`config.mk`:
```
export PLATFORM = sky130hd
export DESIGN_NAME = e203_ifu_flush_redirect_flat
export DESIGN_NICKNAME = d
export VERILOG_FILES = /design/src/rtl/e203_ifu_flush_redirect_if.sv /design/src/rtl/e203_ifu_flush_redirect.sv /design/src/flat_wrapper.sv
export SDC_FILE = /design/constraint.sdc
export NUM_CORES = 1
export LEC_CHECK = 0
export CORE_AREA = 5 5 145 147
export DETAILED_ROUTE_END_ITERATION = 10
export DIE_AREA = 0 0 150 152
export GPL_ROUTABILITY_DRIVEN = 0
export GPL_TIMING_DRIVEN = 0
export PLACE_DENSITY_LB_ADDON = 0.05
export SETUP_SLACK_MARGIN = 0.1
export SLEW_MARGIN = 15
export SYNTH_ARGS = -nofsm -noshare
export SYNTH_HDL_FRONTEND = slang
export SYNTH_SLANG_ARGS = --single-unit
```
`constraint.sdc`:
```
create_clock -name clk -period 2.7 [get_ports clk]
set_input_delay 0.27 -clock clk [delete_from_list [all_inputs] [get_ports clk]]
set_output_delay 0.27 -clock clk [all_outputs]
set_load 0.01 [all_outputs]
```
`src/rtl/e203_ifu_flush_redirect_if.sv`:
```
// ----------------------------------------------------------------------------
// e203_ifu_flush_redirect_if
// Bundles every signal between the flush sources, the redirect stage and the
// IFU PC generator.
//   slave  : view taken by the redirect stage (requests in, acks/redirect out)
//   master : view taken by the flush sources / IFU model driving the stage
// Signals:
//   brchmis_flush_req/ack, brchmis_flush_add_op1/op2 : branch-class flush
//   excp_flush_req/ack, excp_flush_pc                : exception/irq flush
//   ifu_redirect_valid/ready/pc/src                  : redirect toward IFU
//   ifu_fetch_halt                                   : stop new fetches
//   brchmis_cnt, excp_cnt                            : saturating event counts
// ----------------------------------------------------------------------------
interface e203_ifu_flush_redirect_if #(
    parameter int PC_W  = 32,
    parameter int CNT_W = 32
);
    logic             brchmis_flush_req;
    logic             brchmis_flush_ack;
    logic [PC_W-1:0]  brchmis_flush_add_op1;
    logic [PC_W-1:0]  brchmis_flush_add_op2;
    logic             excp_flush_req;
    logic             excp_flush_ack;
    logic [PC_W-1:0]  excp_flush_pc;
    logic             ifu_redirect_valid;
    logic             ifu_redirect_ready;
    logic [PC_W-1:0]  ifu_redirect_pc;
    logic             ifu_redirect_src;
    logic             ifu_fetch_halt;
    logic [CNT_W-1:0] brchmis_cnt;
    logic [CNT_W-1:0] excp_cnt;

    modport slave (
        input  brchmis_flush_req, brchmis_flush_add_op1, brchmis_flush_add_op2,
        input  excp_flush_req, excp_flush_pc, ifu_redirect_ready,
        output brchmis_flush_ack, excp_flush_ack,
        output ifu_redirect_valid, ifu_redirect_pc, ifu_redirect_src,
        output ifu_fetch_halt, brchmis_cnt, excp_cnt
    );

    modport master (
        output brchmis_flush_req, brchmis_flush_add_op1, brchmis_flush_add_op2,
        output excp_flush_req, excp_flush_pc, ifu_redirect_ready,
        input  brchmis_flush_ack, excp_flush_ack,
        input  ifu_redirect_valid, ifu_redirect_pc, ifu_redirect_src,
        input  ifu_fetch_halt, brchmis_cnt, excp_cnt
    );
endinterface

```
`src/rtl/e203_ifu_flush_redirect.sv`:
```
// ----------------------------------------------------------------------------
// e203_ifu_flush_redirect
// One-entry registered redirect buffer between the commit-side flush sources
// and the IFU PC generator. Exception flushes win over branch flushes; the
// captured target is offered to the IFU over valid/ready, fetch is halted
// while a redirect is outstanding, and two saturating counters record the
// accepted flushes of each kind.
// Ports:
//   clk      : core clock
//   rst_n    : asynchronous active-low reset
//   flush_if : e203_ifu_flush_redirect_if.slave (all request/redirect signals)
// ----------------------------------------------------------------------------
module e203_ifu_flush_redirect #(
    parameter int PC_W  = 32,
    parameter int CNT_W = 32
) (
    input  logic                           clk,
    input  logic                           rst_n,
    e203_ifu_flush_redirect_if.slave       flush_if
);

    typedef enum logic {
        ST_IDLE = 1'b0,
        ST_PEND = 1'b1
    } state_e;

    state_e            r_state;
    logic [PC_W-1:0]   r_pc;
    logic              r_src;
    logic [CNT_W-1:0]  r_brchmis_cnt;
    logic [CNT_W-1:0]  r_excp_cnt;

    logic              w_pend;
    logic              w_slot_free;
    logic              w_excp_hs;
    logic              w_brch_hs;
    logic [PC_W-1:0]   w_brch_sum;

    // Counter increment that sticks at all-ones instead of wrapping.
    function automatic logic [CNT_W-1:0] sat_inc(input logic [CNT_W-1:0] val);
        logic [CNT_W-1:0] res;
        if (&val) begin
            res = val;
        end else begin
            res = val + {{(CNT_W-1){1'b0}}, 1'b1};
        end
        return res;
    endfunction

    // Slot availability, priority arbitration and target adder.
    // A redirect taken by the IFU this cycle frees the slot in the same cycle,
    // which is what allows one redirect per cycle with ready held high.
    always_comb begin
        w_pend      = 1'b0;
        w_slot_free = 1'b0;
        w_excp_hs   = 1'b0;
        w_brch_hs   = 1'b0;
        w_brch_sum  = {PC_W{1'b0}};
        if (r_state == ST_PEND) begin
            w_pend = 1'b1;
        end else begin
            w_pend = 1'b0;
        end
        w_slot_free = ~w_pend | flush_if.ifu_redirect_ready;
        w_excp_hs   = flush_if.excp_flush_req & w_slot_free;
        w_brch_hs   = flush_if.brchmis_flush_req & w_slot_free & ~flush_if.excp_flush_req;
        // Carry out of the MSB is intentionally dropped.
        w_brch_sum  = flush_if.brchmis_flush_add_op1 + flush_if.brchmis_flush_add_op2;
    end

    // Acks and halt are combinational so upstream sees them in the request cycle.
    always_comb begin
        flush_if.excp_flush_ack    = w_slot_free;
        flush_if.brchmis_flush_ack = w_slot_free & ~flush_if.excp_flush_req;
        flush_if.ifu_fetch_halt    = w_pend | flush_if.brchmis_flush_req | flush_if.excp_flush_req;
    end

    // Redirect state and output registers; pc/src hold while pending and not taken.
    always_ff @(posedge clk or negedge rst_n) begin
        if (!rst_n) begin
            r_state <= ST_IDLE;
            r_pc    <= {PC_W{1'b0}};
            r_src   <= 1'b0;
        end else begin
            case (r_state)
                ST_IDLE, ST_PEND: begin
                    if (w_excp_hs) begin
                        r_state <= ST_PEND;
                        r_pc    <= {flush_if.excp_flush_pc[PC_W-1:1], 1'b0};
                        r_src   <= 1'b1;
                    end else if (w_brch_hs) begin
                        r_state <= ST_PEND;
                        r_pc    <= {w_brch_sum[PC_W-1:1], 1'b0};
                        r_src   <= 1'b0;
                    end else if (w_pend & flush_if.ifu_redirect_ready) begin
                        r_state <= ST_IDLE;
                    end else begin
                        r_state <= r_state;
                    end
                end
                default: begin
                    r_state <= ST_IDLE;
                end
            endcase
        end
    end

    // Per-source accepted-flush counters.
    always_ff @(posedge clk or negedge rst_n) begin
        if (!rst_n) begin
            r_brchmis_cnt <= {CNT_W{1'b0}};
            r_excp_cnt    <= {CNT_W{1'b0}};
        end else begin
            if (w_brch_hs) begin
                r_brchmis_cnt <= sat_inc(r_brchmis_cnt);
            end else begin
                r_brchmis_cnt <= r_brchmis_cnt;
            end
            if (w_excp_hs) begin
                r_excp_cnt <= sat_inc(r_excp_cnt);
            end else begin
                r_excp_cnt <= r_excp_cnt;
            end
        end
    end

    // Drive the registered redirect and counter outputs.
    always_comb begin
        flush_if.ifu_redirect_valid = w_pend;
        flush_if.ifu_redirect_pc    = r_pc;
        flush_if.ifu_redirect_src   = r_src;
        flush_if.brchmis_cnt        = r_brchmis_cnt;
        flush_if.excp_cnt           = r_excp_cnt;
    end

endmodule

```
`src/flat_wrapper.sv`:
```
// flat-port wrapper written by rule: the top's interface ports become plain ports
module e203_ifu_flush_redirect_flat 
#(
    parameter int PC_W  = 32,
    parameter int CNT_W = 32
)
  (clk, rst_n, flush_if_brchmis_flush_req, flush_if_brchmis_flush_add_op1, flush_if_brchmis_flush_add_op2, flush_if_excp_flush_req, flush_if_excp_flush_pc, flush_if_ifu_redirect_ready, flush_if_brchmis_flush_ack, flush_if_excp_flush_ack, flush_if_ifu_redirect_valid, flush_if_ifu_redirect_pc, flush_if_ifu_redirect_src, flush_if_ifu_fetch_halt, flush_if_brchmis_cnt, flush_if_excp_cnt);
  e203_ifu_flush_redirect_if #(.PC_W(PC_W), .CNT_W(CNT_W)) flush_if_i ();
  input  logic clk;
  input  logic rst_n;
  input wire logic [$bits(flush_if_i.brchmis_flush_req)-1:0] flush_if_brchmis_flush_req;
  input wire logic [$bits(flush_if_i.brchmis_flush_add_op1)-1:0] flush_if_brchmis_flush_add_op1;
  input wire logic [$bits(flush_if_i.brchmis_flush_add_op2)-1:0] flush_if_brchmis_flush_add_op2;
  input wire logic [$bits(flush_if_i.excp_flush_req)-1:0] flush_if_excp_flush_req;
  input wire logic [$bits(flush_if_i.excp_flush_pc)-1:0] flush_if_excp_flush_pc;
  input wire logic [$bits(flush_if_i.ifu_redirect_ready)-1:0] flush_if_ifu_redirect_ready;
  output wire logic [$bits(flush_if_i.brchmis_flush_ack)-1:0] flush_if_brchmis_flush_ack;
  output wire logic [$bits(flush_if_i.excp_flush_ack)-1:0] flush_if_excp_flush_ack;
  output wire logic [$bits(flush_if_i.ifu_redirect_valid)-1:0] flush_if_ifu_redirect_valid;
  output wire logic [$bits(flush_if_i.ifu_redirect_pc)-1:0] flush_if_ifu_redirect_pc;
  output wire logic [$bits(flush_if_i.ifu_redirect_src)-1:0] flush_if_ifu_redirect_src;
  output wire logic [$bits(flush_if_i.ifu_fetch_halt)-1:0] flush_if_ifu_fetch_halt;
  output wire logic [$bits(flush_if_i.brchmis_cnt)-1:0] flush_if_brchmis_cnt;
  output wire logic [$bits(flush_if_i.excp_cnt)-1:0] flush_if_excp_cnt;
  assign flush_if_i.brchmis_flush_req = flush_if_brchmis_flush_req;
  assign flush_if_i.brchmis_flush_add_op1 = flush_if_brchmis_flush_add_op1;
  assign flush_if_i.brchmis_flush_add_op2 = flush_if_brchmis_flush_add_op2;
  assign flush_if_i.excp_flush_req = flush_if_excp_flush_req;
  assign flush_if_i.excp_flush_pc = flush_if_excp_flush_pc;
  assign flush_if_i.ifu_redirect_ready = flush_if_ifu_redirect_ready;
  assign flush_if_brchmis_flush_ack = flush_if_i.brchmis_flush_ack;
  assign flush_if_excp_flush_ack = flush_if_i.excp_flush_ack;
  assign flush_if_ifu_redirect_valid = flush_if_i.ifu_redirect_valid;
  assign flush_if_ifu_redirect_pc = flush_if_i.ifu_redirect_pc;
  assign flush_if_ifu_redirect_src = flush_if_i.ifu_redirect_src;
  assign flush_if_ifu_fetch_halt = flush_if_i.ifu_fetch_halt;
  assign flush_if_brchmis_cnt = flush_if_i.brchmis_cnt;
  assign flush_if_excp_cnt = flush_if_i.excp_cnt;
  e203_ifu_flush_redirect #(.PC_W(PC_W), .CNT_W(CNT_W)) u_core (.clk(clk), .rst_n(rst_n), .flush_if(flush_if_i));
endmodule
```
======== Word-level counts from Yosys, hierarchy flattened ========
Cells that the tools add are included.
Widths: inputs -> output; s select.
operators by class
  add/subtract/negate cells ............... 3
  $mul .................................... 0
  div/mod/pow operators ................... 0
  $lt $le $gt $ge ......................... 0
  equality and inequality tests ........... 0
  shift-type cells ........................ 0
  mux-type cells .......................... 8
  bitwise operators ....................... 12
  reduce and logical (&&, ||, !) cells .... 6
operators by type and width
  operator               number
  $add 32x1->32 const B  2
  $mux 32                2
  $reduce_and 32->1      2
  $add 32x32->32         1
  $mux 1                 6
  $and 1x1->1            5
  $not 1->1              4
  $reduce_and 2->1       2
  $or 1x1->1             3
  $reduce_bool 3->1      1
  $reduce_bool 2->1      1
storage, ports and cells
  flip-flop bits (word level) ............. 98
  bits in latches ......................... 0
  memory bits (writable) .................. 0
  memory bits (read-only) ................. 0
  bits of input ports ..................... 101
  output and inout bits ................... 101
  word-level logic and storage cells ...... 34
  memories ................................ 0

======== Logic depth before layout (Yosys ltp) ========
Gate-level depths: netlist of run 1.
  depth after elaboration ................. 7
  gate-level depth with buffers ........... 10
  gate-level depth less buffers ........... 10

======== Worst setup path before layout of run 1 ========
Ideal clock, no wire load.
  path kind ............................... input port to flip-flop
  start ................................... in flush_if_brchmis_flush_add_op2[0]
  end ..................................... reg u_core.r_pc[20] (netlist: u_core.flush_if.ifu_redirect_pc[20])
  setup time .............................. 0.132 ns
  arrival ................................. 2.267 ns
  required time ........................... 2.568 ns
  path slack .............................. 0.301 ns
  stages on the path ...................... 9
  path buffers ............................ 0
  cells stage by stage .................... and2_1 > fa_1 > a21oi_1 > o211ai_1 > and3_1 > or3_1 > a221oi_1 > xor2_1 > o21ai_1
between the ends
  cells in the longest elaborated chain, start to end .. 3
RTL lines
  element               RTL line                       text
  from (decl)           flat_wrapper.sv:13             input wire logic [$bits(flush_if_i.brchmis_flush_add_op2)-1:0] flush_if_brchmis_flush_add_op2;
  $add 32x32->32        e203_ifu_flush_redirect.sv:68  w_brch_sum = flush_if.brchmis_flush_add_op1 + flush_if.brchmis_flush_add_op2;
  $mux 32               e203_ifu_flush_redirect.sv:91  end else if (w_brch_hs) begin
  $mux 32               e203_ifu_flush_redirect.sv:87  if (w_excp_hs) begin
  to (signal assigned)  e203_ifu_flush_redirect.sv:82  r_pc <= {PC_W{1'b0}};
  to (signal assigned)  e203_ifu_flush_redirect.sv:89  r_pc <= {flush_if.excp_flush_pc[PC_W-1:1], 1'b0};
  to (signal assigned)  e203_ifu_flush_redirect.sv:93  r_pc <= {w_brch_sum[PC_W-1:1], 1'b0};
  to (decl)             e203_ifu_flush_redirect.sv:28  logic [PC_W-1:0] r_pc;
Every way passes these cells. The select of a mux whose other input is x is not followed.
A chain may end at the register's enable or synchronous reset.

======== Worst setup path in the final report of run 1 ========
  start ................................... in flush_if_brchmis_flush_add_op2[2]
  end ..................................... reg u_core.r_pc[19] (netlist: u_core.flush_if.ifu_redirect_pc[19])
The elaborated chain is that of the path after synthesis.

==> flow_summary.json, run 1 <==
{
  "slew_headroom_pct": 57.0,
  "drv_cap": 0,
  "tightest_slew_ns": 0.645,
  "grt_first_pass_wirelength_um": 31400,
  "seqPwrFrac_pct": 39.4,
  "yosys.area_share.adder_pct": 6.84,
  "antenna_found_initial": 0,
  "synth_edf_count": 0,
  "hold_path.class": "input pin to asynchronous set/reset pin",
  "ir_worst_vdd_v": 0.000257,
  "p_per_area_nw_per_um2": 501,
  "p_sw_share_pct": 32.9,
  "r2r_slack_ns": 0.25,
  "p_total_mw": 4.54,
  "cts_max_level": 3,
  "initial_core_util_pct": 31.1,
  "reg2reg_from": "u_core.flush_if.brchmis_cnt[0]$_DFFE_PN0P_",
  "fp.dieArea_um2": 22800,
  "grt.overflow.total": 0,
  "synthSimpleGateAreaFrac_pct": 25.6,
  "cts_buffer_depth": 2,
  "cts_root_buffer": "clkbuf_16",
  "synthArstFlopShare_pct": 100,
  "netSwitchingPower_mw": 1.49,
  "grt_max_degree": 50,
  "wire_per_inst_um": 17.1,
  "worstPathRequired_ns": 2.92,
  "ys_ff_latch": 97,
  "synth.cell_area_um2": 6150,
  "firstDrtPassIters": 4,
  "whs_ns": 0.424,
  "status": "completed",
  "crit_path_start": "flush_if_brchmis_flush_add_op2[2]",
  "synth_top_family_by_area": "simple AND/OR/NAND/NOR gates",
  "die_w_um": 150,
  "yosys_warnings": 0,
  "drive_gt1_share_pct": 10.1,
  "place_hpwl_um": 15800,
  "p_int_mw": 3.05,
  "synth_compound_area_share_pct": 13.5,
  "finalSetupViolations": 0,
  "avgSynthCellArea_um2": 9.07,
  "coreArea_um2": 19800,
  "comb_power_share_pct": 32.5,
  "die_y_um": 152,
  "cellLeakagePower_nw": 3.79,
  "hold_viol": 0,
  "fin_crit_ns": 2.58,
  "numCtsBuffers": 9,
  "dr_total_vias": 5836,
  "crit_path_max_fanout": 4,
  "grt_pass1_vias": 5984,
  "num_io_pins": 202,
  "worstSetupStartpointType": "input pin",
  "area_growth_syn_to_layout_pct": 47.3,
  "viasPerCell": 4.99,
  "r2r_cells": 9,
  "synthCells": 678,
  "synth_top_flop_cell": "dfrtp_1",
  "yosysUniqueCellTypes": 71,
  "clock_power_share_pct": 28.1,
  "clock_sinks": 97,
  "portBuffers": 199,
  "routed_wl_um": 20000,
  "worstSetupPathType": "input pin to register",
  "cts_tree": "built",
  "ys_seq_area_share_pct": 39.5,
  "drc": 0,
  "path_clk_slew_ns": 0.08,
  "crit_arrival_ns": 2.80,
  "worstSkewPairLatency_ns": 0.35,
  "ant_nets": 0,
  "num_antenna_cells": 0,
  "yosys.area_share.xor_xnor_pct": 12.5,
  "synthMuxAreaShare_pct": 0.183,
  "finalCritPeriodShare_pct": 95.6,
  "cp-end-kind": "register",
  "synth.net_count": 812,
  "skew_ns": 0.0115,
  "setup_tns_ns": 0,
  "nets": 1029,
  "drtIter0Drc": 169,
  "num_rows": 52,
  "max_freq_mhz": 388,
  "grt_use_total_pct": 17.2,
  "drv_slew": 0
}
[kinds of logic after synthesis]
logic type	Yosys count
simple gates	303
compound gates	127
flops	97
mux	1
buf+inv	28
xor+xnor	88
other cells	1
fa+ha+maj	33
[power by group through the flow]
| stage | logic (mW) | registers, mW | clock network, mW |
|---|---|---|---|
| 2_1_floorplan | 0.597 | 1.86 | 0 |
| 3_3_place_gp | 1.41 | 1.81 | 0 |
| 3_5_place_dp | 1.42 | 1.81 | 0 |
| 4_1_cts | 1.45 | 1.79 | 1.31 |
| 5_1_grt | 1.60 | 1.82 | 1.38 |
| 6_report | 1.47 | 1.79 | 1.28 |
[timing repair]
action                                  in CTS  in global routing
setup buffers                                2                  5
hold buffers                                 1                  0
pin swaps                                    3                 13
endpoints found under the hold margin       48                  0
endpoints found under the setup margin      15                 11
gates resized for setup                     13                 43
[Yosys cell counts (12+ instances only)]
| library cell | number | area share, % |
|---|---|---|
| and3_1 | 18 | 1.8 |
| o21ai_0 | 12 | 0.98 |
| a21o_1 | 16 | 2.0 |
| nor3_1 | 14 | 1.1 |
| ha_1 | 32 | 6.5 |
| dfrtp_1 | 97 | 39 |
| nand2_1 | 113 | 6.9 |
| nand3_1 | 32 | 2.6 |
| a21oi_1 | 42 | 3.4 |
| clkbuf_1 | 15 | 0.92 |
| xnor2_1 | 54 | 7.7 |
| nand4_1 | 18 | 1.8 |
| a31oi_1 | 17 | 1.7 |
| xor2_1 | 34 | 4.8 |
| nor2_1 | 45 | 2.7 |
[path summary, 6_finish.rpt]
kind	to
worst max-delay path	u_core.flush_if.ifu_redirect_pc[19]$_DFFE_PN0P_
min in group clk	u_core.flush_if.ifu_redirect_pc[18]$_DFFE_PN0P_
worst min-delay path	u_core.flush_if.brchmis_cnt[18]$_DFFE_PN0P_
worst max register to register	u_core.flush_if.brchmis_cnt[27]$_DFFE_PN0P_
worst min register to register	u_core.flush_if.excp_cnt[17]$_DFFE_PN0P_
max in group asynchronous	u_core.flush_if.ifu_redirect_pc[23]$_DFFE_PN0P_
[area by class of cell]
class | instances | area (µm²)
Tap cell | 270 | 338
Fill cell | 1976 | 10700
Timing Repair Buffer | 208 | 2080
Clock inverter | 6 | 47.5
Sequential cell | 97 | 2430
Buffer | 18 | 81.3
Clock buffer | 10 | 239
Inverter | 8 | 30.0
Multi-Input combinational cell | 553 | 3810
[layer usage]
layer | track usage, % | up-vias | routed length, µm
li1 | - | 2858 | -
met1 | 21.6 | 2791 | 8650
met2 | 30.1 | 167 | 10300
met3 | 2.50 | 20 | 803
met4 | 5.36 | 0 | 318
met5 | 0 | - | 0
[registers in the layout (all words and copies together), names as in the netlist]
name	flops
u_core.flush_if.ifu_redirect_src	1
u_core.flush_if.brchmis_cnt	32
u_core.flush_if.excp_cnt	32
u_core.flush_if.ifu_redirect_pc	31
u_core.r_state	1
[stage by stage]
stage	area, µm²	std cells	setup WS (ns)	util, %
floorplan	6150	678	0.301	-
global placement	8480	1147	-2.47	42.9
detailed placement	8510	1148	-0.502	43.0
CTS	8870	1165	0.102	44.8
global route	9060	1170	-0.0246	45.8
finish	9060	1170	0.120	45.8
[placed cells by master (no fill, tap or decap), types with 5 or more instances in the layout]
cell and instances:
a21o_1 16, a21oi_1 35, a21oi_2 6, a31oi_1 17, and2_1 11, and3_1 17
and4_1 6, buf_4 8, clkbuf_1 10, clkbuf_16 9, clkdlybuf4s50_1 198, dfrtp_1 96
ha_1 26, ha_2 5, inv_1 8, nand2_1 110, nand3_1 31, nand4_1 18
nor2_1 45, nor3_1 10, nor4_1 9, o21ai_0 9, xnor2_1 54, xor2_1 34
[worst max-delay path, stage by stage]
cell and delay (ns):
clkdlybuf4s50_1 0.47, ha_2 0.31, a21oi_2 0.17, a21oi_1 0.08, o21a_1 0.23, o311ai_4 0.46
nand2_2 0.19, a41oi_2 0.28, xor2_1 0.23, a21oi_1 0.09
No activity file was read; power rests on OpenSTA's default activity.
==> inputs of run 2 (changes only) <==
- CORE_AREA: 5 5 145 147 -> 5 5 121 123
- DIE_AREA: 0 0 150 152 -> 0 0 126 128
- PLACE_DENSITY: not set -> 0.83
- PLACE_DENSITY_LB_ADDON: 0.05 -> not set
==> flow_summary.json, run 2 (same netlist as run 1, synthesis figures left out) <==
{
  "status": "completed",
  "setup_tns_ns": 0,
  "top_usage_layer": "met2",
  "num_rows": 43,
  "crit_arrival_ns": 2.80,
  "rsz0062_at_grt": "yes",
  "clock_power_share_pct": 28.3,
  "antenna_found_initial": 0,
  "cp-end-kind": "register",
  "finalCritPeriodShare_pct": 96.1,
  "grt.met3_usage_pct": 2.96,
  "tightest_slew_ns": 0.618,
  "numCtsBuffers": 9,
  "viasPerCell": 5.54,
  "seqPwrFrac_pct": 39.2,
  "initial_core_util_pct": 45.3,
  "grt_use_total_pct": 22.1,
  "netSwitchingPower_mw": 1.45,
  "cts_tree": "built",
  "num_io_pins": 202,
  "grt_first_pass_wirelength_um": 29100,
  "cts_max_level": 3,
  "cellLeakagePower_nw": 3.84,
  "place_hpwl_um": 14300,
  "clock_sinks": 97,
  "p_per_area_nw_per_um2": 509,
  "p_int_mw": 3.11,
  "worstSkewPairLatency_ns": 0.35,
  "grt.overflow.total": 0,
  "hold_viol": 0,
  "crit_path_max_fanout": 2,
  "worstPathRequired_ns": 2.91,
  "die_w_um": 126,
  "dr_total_vias": 6001,
  "drive_gt1_share_pct": 10.1,
  "grt_pass1_vias": 5883,
  "nets": 1032,
  "p_sw_share_pct": 31.8,
  "final_cell_mix": "196 x clkdlybuf4s50_1, 111 x nand2_1, 96 x dfrtp_1",
  "drc": 0,
  "worstSetupPathType": "input pin to register",
  "numPlacedInstances": 1058,
  "finalSetupViolations": 0,
  "grt_use_met1_pct": 28.2,
  "area_growth_syn_to_layout_pct": 45.9,
  "worstSetupStartpointType": "input pin",
  "num_antenna_cells": 0,
  "die_y_um": 128,
  "grt_max_degree": 69,
  "gr-usage-met2_pct": 38.7,
  "drv_cap": 0,
  "ant_nets": 0,
  "coreArea_um2": 13600,
  "cts_buffer_depth": 2,
  "wire_per_inst_um": 17.2,
  "skew_ns": 0.00504,
  "portBuffers": 199,
  "final_common_cell": "clkdlybuf4s50_1",
  "path_clk_slew_ns": 0.07,
  "drv_slew": 0,
  "r2r_slack_ns": 0.28,
  "hold_path.class": "input pin to asynchronous set/reset pin",
  "instances_no_fill": 1083,
  "drtIter0Drc": 433,
  "cts_root_buffer": "clkbuf_16",
  "routed_wl_um": 18600,
  "fin_crit_ns": 2.59,
  "fp.dieArea_um2": 16100,
  "max_freq_mhz": 385,
  "ir_worst_vdd_v": 0.000298,
  "comb_power_share_pct": 32.5,
  "firstDrtPassIters": 5,
  "slew_headroom_pct": 58.4
}
run 2: cell types whose count changed in the layout (fill, tap and decap cells not counted), moves of 2 or more:
| cell | change |
|---|---|
| nor2_2 | +2 |
| ha_2 | -2 |
| dlymetal6s2s_1 | +2 |
| clkdlybuf4s50_1 | -2 |
| buf_4 | +3 |
| nor2_1 | -2 |
| ha_1 | +3 |
run 2: stage by stage:
step           power, mW  hold WS, ns  worst slack [ns]  utilization (%)  area [µm²]
2_1_floorplan       2.46      -0.0256             0.301                -        6150
3_3_place_gp        3.18        0.458             -2.21             61.7        8370
3_5_place_dp        3.21        0.168            -0.465             61.9        8390
4_1_cts             4.54        0.384             0.105             64.9        8800
5_1_grt             4.78        0.398          -0.00469             66.2        8970
6_report            4.56        0.363             0.106             66.2        8970
run 2: critical path, stage by stage:
cell and delay, ns:
clkdlybuf4s50_1 0.46, fa_2 0.44, a21oi_2 0.19, o211ai_1 0.16
and3_1 0.22, or3_1 0.44, a221oi_2 0.30, xor2_1 0.24
o21ai_1 0.09
run 2: worst paths after layout:
check | start | to | cells after the start
worst max register to register | u_core.r_state$_DFFE_PN0P_ | u_core.flush_if.brchmis_cnt[24]$_DFFE_PN0P_ | 8
worst max-delay path | flush_if_brchmis_flush_add_op2[1] | u_core.flush_if.ifu_redirect_pc[20]$_DFFE_PN0P_ | 9
worst min-delay path | rst_n | u_core.flush_if.brchmis_cnt[14]$_DFFE_PN0P_ | 2
max in group asynchronous | rst_n | u_core.flush_if.ifu_redirect_pc[17]$_DFFE_PN0P_ | 3
min in group clk | u_core.flush_if.ifu_redirect_src$_DFFE_PN0P_ | u_core.flush_if.ifu_redirect_src$_DFFE_PN0P_ | 2
worst min register to register | u_core.flush_if.ifu_redirect_src$_DFFE_PN0P_ | u_core.flush_if.ifu_redirect_src$_DFFE_PN0P_ | 2
run 2: metal layers:
metal | part of all wire [%] | vias to the layer above | wire, µm
li1 | - | 2871 | -
met1 | 42 | 2869 | 7850
met2 | 50 | 234 | 9290
met3 | 5.7 | 27 | 1060
met4 | 2.2 | 0 | 412
met5 | 0 | - | 0
run 2: layout make-up:
cell class                      count  area [µm²]
Multi-Input combinational cell    553        3800
Timing Repair Buffer              211        2110
Sequential cell                    97        2430
Inverter                            8        30.0
Tap cell                          180         225
Buffer                             18        78.8
Clock inverter                      7        76.3
Clock buffer                        9         225
Fill cell                        1062        4590
run 2: timing repair:
item / 4_1_cts / 5_1_grt
hold buffers: 1 / 0
resized for setup: 13 / 39
setup endpoints to repair: 11 / 18
pin swaps: 7 / 15
setup buffers: 4 / 6
cloned: 0 / 0
hold endpoints to repair: 29 / 0
run 2: power groups by stage:
| stage | clock network [mW] | logic, mW | registers (mW) |
|---|---|---|---|
| 3_5_place_dp | 0 | 1.41 | 1.81 |
| 4_1_cts | 1.32 | 1.44 | 1.78 |
| 5_1_grt | 1.36 | 1.60 | 1.81 |
| 2_1_floorplan | 0 | 0.597 | 1.86 |
| 3_3_place_gp | 0 | 1.38 | 1.80 |
| 6_report | 1.29 | 1.48 | 1.79 |
